===== src/rtl/ul8_pkg.sv =====
`default_nettype none
// +----------------------------------------------------------------------+
// | Package     : ul8_pkg                                                |
// | Description : Shared types and constants for the UL8 program loader  |
// |               and the UL8 CPU (state encoding, RAM geometry, fill    |
// |               value, instruction field widths).                      |
// | Revision    : 1.0  initial release                                   |
// +----------------------------------------------------------------------+
package ul8_pkg;

  // Program RAM geometry defaults
  localparam int c_DEPTH  = 32;
  localparam int c_ADDR_W = 5;

  // Value written to unused program words after a short program
  localparam logic [7:0] c_FILL_BYTE = 8'h00;

  // Instruction word split: 3-bit opcode, 5-bit operand
  localparam int c_OPCODE_W  = 3;
  localparam int c_OPERAND_W = 5;

  // Loader state encoding
  typedef enum logic [2:0] {
    S_IDLE  = 3'd0,
    S_LOAD  = 3'd1,
    S_FILL  = 3'd2,
    S_DONE  = 3'd3,
    S_DRAIN = 3'd4
  } ldr_state_t;

endpackage : ul8_pkg
`default_nettype wire


===== src/rtl/ul8_prog_loader.sv =====
`default_nettype none
// +----------------------------------------------------------------------+
// | Module      : ul8_prog_loader                                        |
// | Description : Streams a byte-wide program into the external program  |
// |               RAM, zero-fills the unused tail and pulses cpu_start.  |
// |               Optional feature macro: UL8_LOADER_CHECKSUM_EN (the    |
// |               last byte is a mod-256 checksum instead of data).      |
// | Revision    : 1.0  initial release                                   |
// +----------------------------------------------------------------------+
module ul8_prog_loader #(
  parameter int DEPTH  = ul8_pkg::c_DEPTH,
  parameter int ADDR_W = ul8_pkg::c_ADDR_W
) (
  input  logic              clk,
  input  logic              reset,
  input  logic              in_valid,
  output logic              in_ready,
  input  logic [7:0]        in_data,
  input  logic              in_last,
  output logic              mem_we,
  output logic [ADDR_W-1:0] mem_addr,
  output logic [7:0]        mem_wdata,
  output logic              busy,
  output logic              cpu_start,
  output logic              err_overflow,
  output logic              err_checksum
);
  import ul8_pkg::*;

  // Word count at which the RAM is full; the counter is one bit wider than
  // the address so "all DEPTH words written" is representable without wrap.
  localparam logic [ADDR_W:0] c_DEPTH_CNT = (ADDR_W+1)'(DEPTH);

  ldr_state_t        r_state, w_state_nxt;
  logic [ADDR_W:0]   r_cnt, w_cnt_nxt, w_base_cnt;
  logic              r_we, w_we_nxt;
  logic [ADDR_W-1:0] r_addr, w_addr_nxt;
  logic [7:0]        r_wdata, w_wdata_nxt;
  logic [7:0]        r_sum, w_sum_nxt, w_base_sum;
  logic              r_ovf, w_ovf_nxt;
  logic              r_cks, w_cks_nxt;
  logic              w_accept;
  logic              w_is_data;
  logic              w_cks_bad;

  assign in_ready = (r_state == S_IDLE) || (r_state == S_LOAD) || (r_state == S_DRAIN);
  assign w_accept = in_valid && in_ready;

`ifdef UL8_LOADER_CHECKSUM_EN
  // The in_last byte carries the checksum and is never stored.
  assign w_is_data = ~in_last;
  assign w_cks_bad = (in_data != w_base_sum);
`else
  // Every byte, including the in_last byte, is program data.
  assign w_is_data = 1'b1;
  assign w_cks_bad = 1'b0;
`endif

  // A new program always starts at address 0 with an empty checksum.
  assign w_base_cnt = (r_state == S_IDLE) ? '0 : r_cnt;
  assign w_base_sum = (r_state == S_IDLE) ? 8'h00 : r_sum;

  assign busy         = (r_state == S_LOAD) || (r_state == S_FILL) || (r_state == S_DRAIN);
  assign cpu_start    = (r_state == S_DONE) && !r_cks;
  assign mem_we       = r_we;
  assign mem_addr     = r_addr;
  assign mem_wdata    = r_wdata;
  assign err_overflow = r_ovf;
  assign err_checksum = r_cks;

  // Next-state and next-register values; the write port is registered so
  // a byte accepted in one cycle is presented to the RAM in the next.
  always_comb begin
    w_state_nxt = r_state;
    w_cnt_nxt   = r_cnt;
    w_we_nxt    = 1'b0;
    w_addr_nxt  = r_addr;
    w_wdata_nxt = r_wdata;
    w_sum_nxt   = r_sum;
    w_ovf_nxt   = r_ovf;
    w_cks_nxt   = r_cks;
    case (r_state)
      S_IDLE, S_LOAD: begin
        if (w_accept) begin
          if (r_state == S_IDLE) begin
            w_ovf_nxt = 1'b0;
            w_cks_nxt = 1'b0;
          end
          if (w_is_data && (w_base_cnt == c_DEPTH_CNT)) begin
            // No room left: drop the byte. If it already ends the program
            // there is nothing left to drain.
            w_ovf_nxt   = 1'b1;
            w_state_nxt = in_last ? S_IDLE : S_DRAIN;
          end else if (w_is_data) begin
            w_we_nxt    = 1'b1;
            w_addr_nxt  = w_base_cnt[ADDR_W-1:0];
            w_wdata_nxt = in_data;
            w_cnt_nxt   = w_base_cnt + 1'b1;
            w_sum_nxt   = w_base_sum + in_data;
            w_state_nxt = in_last ? S_FILL : S_LOAD;
          end else begin
            // Checksum byte: compare only, FILL runs regardless.
            w_cnt_nxt   = w_base_cnt;
            w_cks_nxt   = w_cks_bad;
            w_state_nxt = S_FILL;
          end
        end
      end
      S_FILL: begin
        if (r_cnt < c_DEPTH_CNT) begin
          w_we_nxt    = 1'b1;
          w_addr_nxt  = r_cnt[ADDR_W-1:0];
          w_wdata_nxt = c_FILL_BYTE;
          w_cnt_nxt   = r_cnt + 1'b1;
        end else begin
          w_state_nxt = S_DONE;
        end
      end
      S_DONE: begin
        w_state_nxt = S_IDLE;
      end
      S_DRAIN: begin
        if (w_accept && in_last) begin
          w_state_nxt = S_IDLE;
        end
      end
      default: begin
        w_state_nxt = S_IDLE;
      end
    endcase
  end

  // State and datapath registers with synchronous reset.
  always_ff @(posedge clk) begin
    if (reset) begin
      r_state <= S_IDLE;
      r_cnt   <= '0;
      r_we    <= 1'b0;
      r_addr  <= '0;
      r_wdata <= 8'h00;
      r_sum   <= 8'h00;
      r_ovf   <= 1'b0;
      r_cks   <= 1'b0;
    end else begin
      r_state <= w_state_nxt;
      r_cnt   <= w_cnt_nxt;
      r_we    <= w_we_nxt;
      r_addr  <= w_addr_nxt;
      r_wdata <= w_wdata_nxt;
      r_sum   <= w_sum_nxt;
      r_ovf   <= w_ovf_nxt;
      r_cks   <= w_cks_nxt;
    end
  end

endmodule : ul8_prog_loader
`default_nettype wire

===== config.mk =====
export PLATFORM = sky130hd
export DESIGN_NAME = ul8_prog_loader
export DESIGN_NICKNAME = d
export VERILOG_FILES = /design/src/rtl/ul8_pkg.sv /design/src/rtl/ul8_prog_loader.sv
export SDC_FILE = /design/constraint.sdc
export NUM_CORES = 1
export LEC_CHECK = 0
export CAP_MARGIN = 20
export CORE_MARGIN = 3
export CORE_UTILIZATION = 51
export DETAILED_ROUTE_END_ITERATION = 12
export PLACE_DENSITY = 0.88
export SYNTH_ARGS = -nofsm -noshare
export SYNTH_HDL_FRONTEND = slang
export SYNTH_SLANG_ARGS = --single-unit

===== constraint.sdc =====
create_clock -name clk -period 5.15 [get_ports clk]
set_clock_uncertainty 0.2 [all_clocks]
set_input_delay 0.7725 -clock clk [delete_from_list [all_inputs] [get_ports clk]]
set_output_delay 0.7725 -clock clk [all_outputs]
set_load 0.1 [all_outputs]

==> metrics.md <==
| Metric | Value |
|---|---|
| Status | finished clean |
| Port Buf Inserts | 29 |
| Worst path required time | 4.18 ns |
| Syn Area/Cell | 9.06 µm² |
| Max incr delay on CP | 0.97 ns |
| Post-synthesis compound-gate area fraction | 30.4% |
| Initial Utilization | 57.3% |
| Static leakage | 0.000550 µW |
| Critical path class | reg2out |
| Fin crit period | 3.87 ns |
| Reg2reg end | r_cnt[4]$_SDFFE_PP0P_ |
| GRT overflow | 0 |
| Worst path arrival time | 2.90 ns |
| Pin count of the biggest net entering global routing | 21 |
| Clk_lat worst skew | 0.33 ns |
| Max_slew headroom | 33.8% |
| Worst hold path cell count | 2 |
| Vias | 1188 |
| Pre-CTS setup slack | 1.72 ns |
| Syn_nets | 146 |
| Fill count | 165 |
| Yosys warns | 0 |
| Hold Path Class | reg2reg |
| HP Start | mem_addr[0]$_SDFFE_PP0P_ |
| Register area share after synthesis | 39.9% |
| RSZ-0062 raised after global routing | no |
| Multi-input gate area | 648 µm² |
| Max-cap violations | 0 |
| Total GRT Usage | 24.9% |
| Clock tree root driver cell | clkbuf_4 |
| Async set-reset flop share out of synthesis | 0% |
| Synth Instances | 133 |
| Hold Path Sink | mem_addr[0]$_SDFFE_PP0P_ |
| Die width | 54.6 µm |
| Cts hold-fix bufs | 0 |
| # DRC | 0 |
| HPWL Detailed | 2190 µm |
| Worst slew pin tran | 0.989 ns |
| Commonest non-fill, non-tap cell in the layout | clkdlybuf4s50_1 |
| Total Routed Length | 3220 µm |
| Final period util | 75.2% |
| Register Area | 480 µm² |
| Syn-to-layout area delta | 26.8% |
| Final Hold Vio Count | 0 |
| Die area | 2980 µm² |
| Fraction of synthesized cell area in xor and xnor cells | 1.45% |
| Setup WS post-layout | 1.28 ns |
| Most frequent cells in the layout | 29 x clkdlybuf4s50_1, 24 x dfxtp_1, 9 x a22o_1, 8 x a21oi_1 |
| Area share of the leading cell type in the synthesized netlist | 39.9% |
| PwrDens | 294 nW/µm² |
| Fin nets | 170 |
| Synth Area in Simple Gates | 20.6% |
| First-pass GRT wire length | 5330 µm |
| Worst Setup SP | r_state[2]$_SDFFE_PP0P_ |
| Largest family of logic cells by synthesized area | compound AO/OA/AOI/OAI gates |
| Gates resized, CTS repair | 0 |
| Clock Tree Buf Depth | 2 |
| Main synth FF type | dfxtp_1 |
| Num rows | 16 |
| Worst vdd ir | 179 µV |
| Post-CTS Setup Bufs | 0 |
| Worst hold margin | 0.292 ns |
| Post-Syn Area | 1200 µm² |
| Antenna violations before repair | 0 |
| Post-synth EDFFs | 0 |
| CTS tree | done |
| Number of global-route vias before repair | 1162 |
| Reg2Reg Setup Slack | 2.60 ns |
| Antenna Cells | 0 |
| Worst r2r src | r_state[2]$_SDFFE_PP0P_ |
| Setup Viol. Count Final | 0 |
| Critical-path cell list | clkinv_1 > and3_1 > clkdlybuf4s50_1 |
| Dominant cell type by area after synthesis | dfxtp_1 |
| Final TNS setup | 0 ns |
| Adder-cell share of the synthesized area | 1.04% |
| Ports | 31 |
| DR pass1 iterations | 4 |
| Fmax | 258 MHz |
| CTS buffer count | 3 |
| Die height | 54.6 µm |
| Core Footprint | 2100 µm² |
| Top cells by area, synth | dfxtp_1 40%, a22o_1 6.5%, o31ai_1 4.4% |
| Worst-path maximum fanout | 20 |
| Routability cong. | 0.911 |
| CP Launch Type | register |
| Post-DRT Antenna Nets | 0 |
| Sink Count | 24 |
| R2R depth | 7 |
| Multiplexer share of the synthesized area | 0% |
| Per-cell routed wire length | 17.6 µm |
| H-tree Lvls | 1 |
| Library cells used by synthesis | 50 |
| Vias/cell | 6.49 |
| CP max-delay cell | clkdlybuf4s50_1 |
| Yosys reg bits | 24 |
| CTS clk-pin slew, worst paths | 0.13 ns |
| Crit end category | output pin |
| Slew Viols, Final | 0 |
| Share of layout cells above drive strength 1 | 5.77% |
| DRT iter0 DRCs | 45 |
[kinds of logic (layout without fill, tap and decap cells)]
group / after synthesis / after routing
AO/OA/AOI/OAI: 47 / 47
AND/OR/NAND/NOR: 43 / 43
flip-flops: 24 / 24
buffers and inverters: 15 / 38
XOR/XNOR: 2 / 2
adder cells (fa/ha/maj): 1 / 1
other: 1 / 1
[state kept, by name, summed over array words and instances, names as in the netlist]
name and flops:
mem_we 1, mem_wdata 8, r_cnt 6, r_state 3
mem_addr 5, err_overflow 1
[layout make-up]
class / instances / area share, %
clock buffers: 3 / 1.47
clock inverters: 1 / 1.97
inverters: 4 / 0.983
multi-input cells: 94 / 42.4
flip-flops and latches: 24 / 31.4
well taps: 27 / 2.21
repair buffers: 30 / 19.5
[where the power goes]
part / switching [µW] / internal [µW] / total (µW)
Combinational: 75.6 / 32.4 / 108
Sequential: 8.35 / 193 / 201
Clock: 61.3 / 78.7 / 140
[cells in the mapped netlist, drive strengths merged (2+ instances only)]
cell	instances
o211a	2
nor3	5
and2	2
a31oi	2
nor2	7
dfxtp	24
or4	2
inv	3
a21oi	8
nand3b	2
a22o	9
nand4	3
nor3b	2
nand3	4
xnor2	2
buf	5
o21ai	4
clkbuf	6
o311ai	2
o31ai	7
nand2	7
a211oi	3
[critical path: cells and delay by family, from the launching register on]
family / cells / cell delay [ns]
buf+inv: 2 / 1.46
flops: 1 / 0.78
simple gates: 1 / 0.34
[routing by layer]
layer | global-route usage (%) | vias to the layer above | part of all wire, %
li1 | - | 554 | -
met1 | 30.8 | 561 | 41
met2 | 41.3 | 65 | 51
met3 | 3.81 | 8 | 6.4
met4 | 12.9 | 0 | 1.8
met5 | 0 | - | 0
[metrics by stage]
step	instance area (µm²)	std cells	power, µW	util, %
5_1_grt	1530	183	464	72.7
6_report	1530	183	449	72.7
2_1_floorplan	1200	133	283	-
3_5_place_dp	1480	179	311	70.2
3_3_place_gp	1480	179	310	70.2
4_1_cts	1530	183	449	72.7
[worst max-delay path by stage]
stage	end	slack, ns	cells past startpoint
finish	cpu_start	1.28	3
CTS	cpu_start	1.32	3
floorplan	busy	1.12	4
global route	cpu_start	1.12	3
detailed placement	cpu_start	1.72	3
global placement	cpu_start	1.85	3
Power figures use the tool's default switching activity.
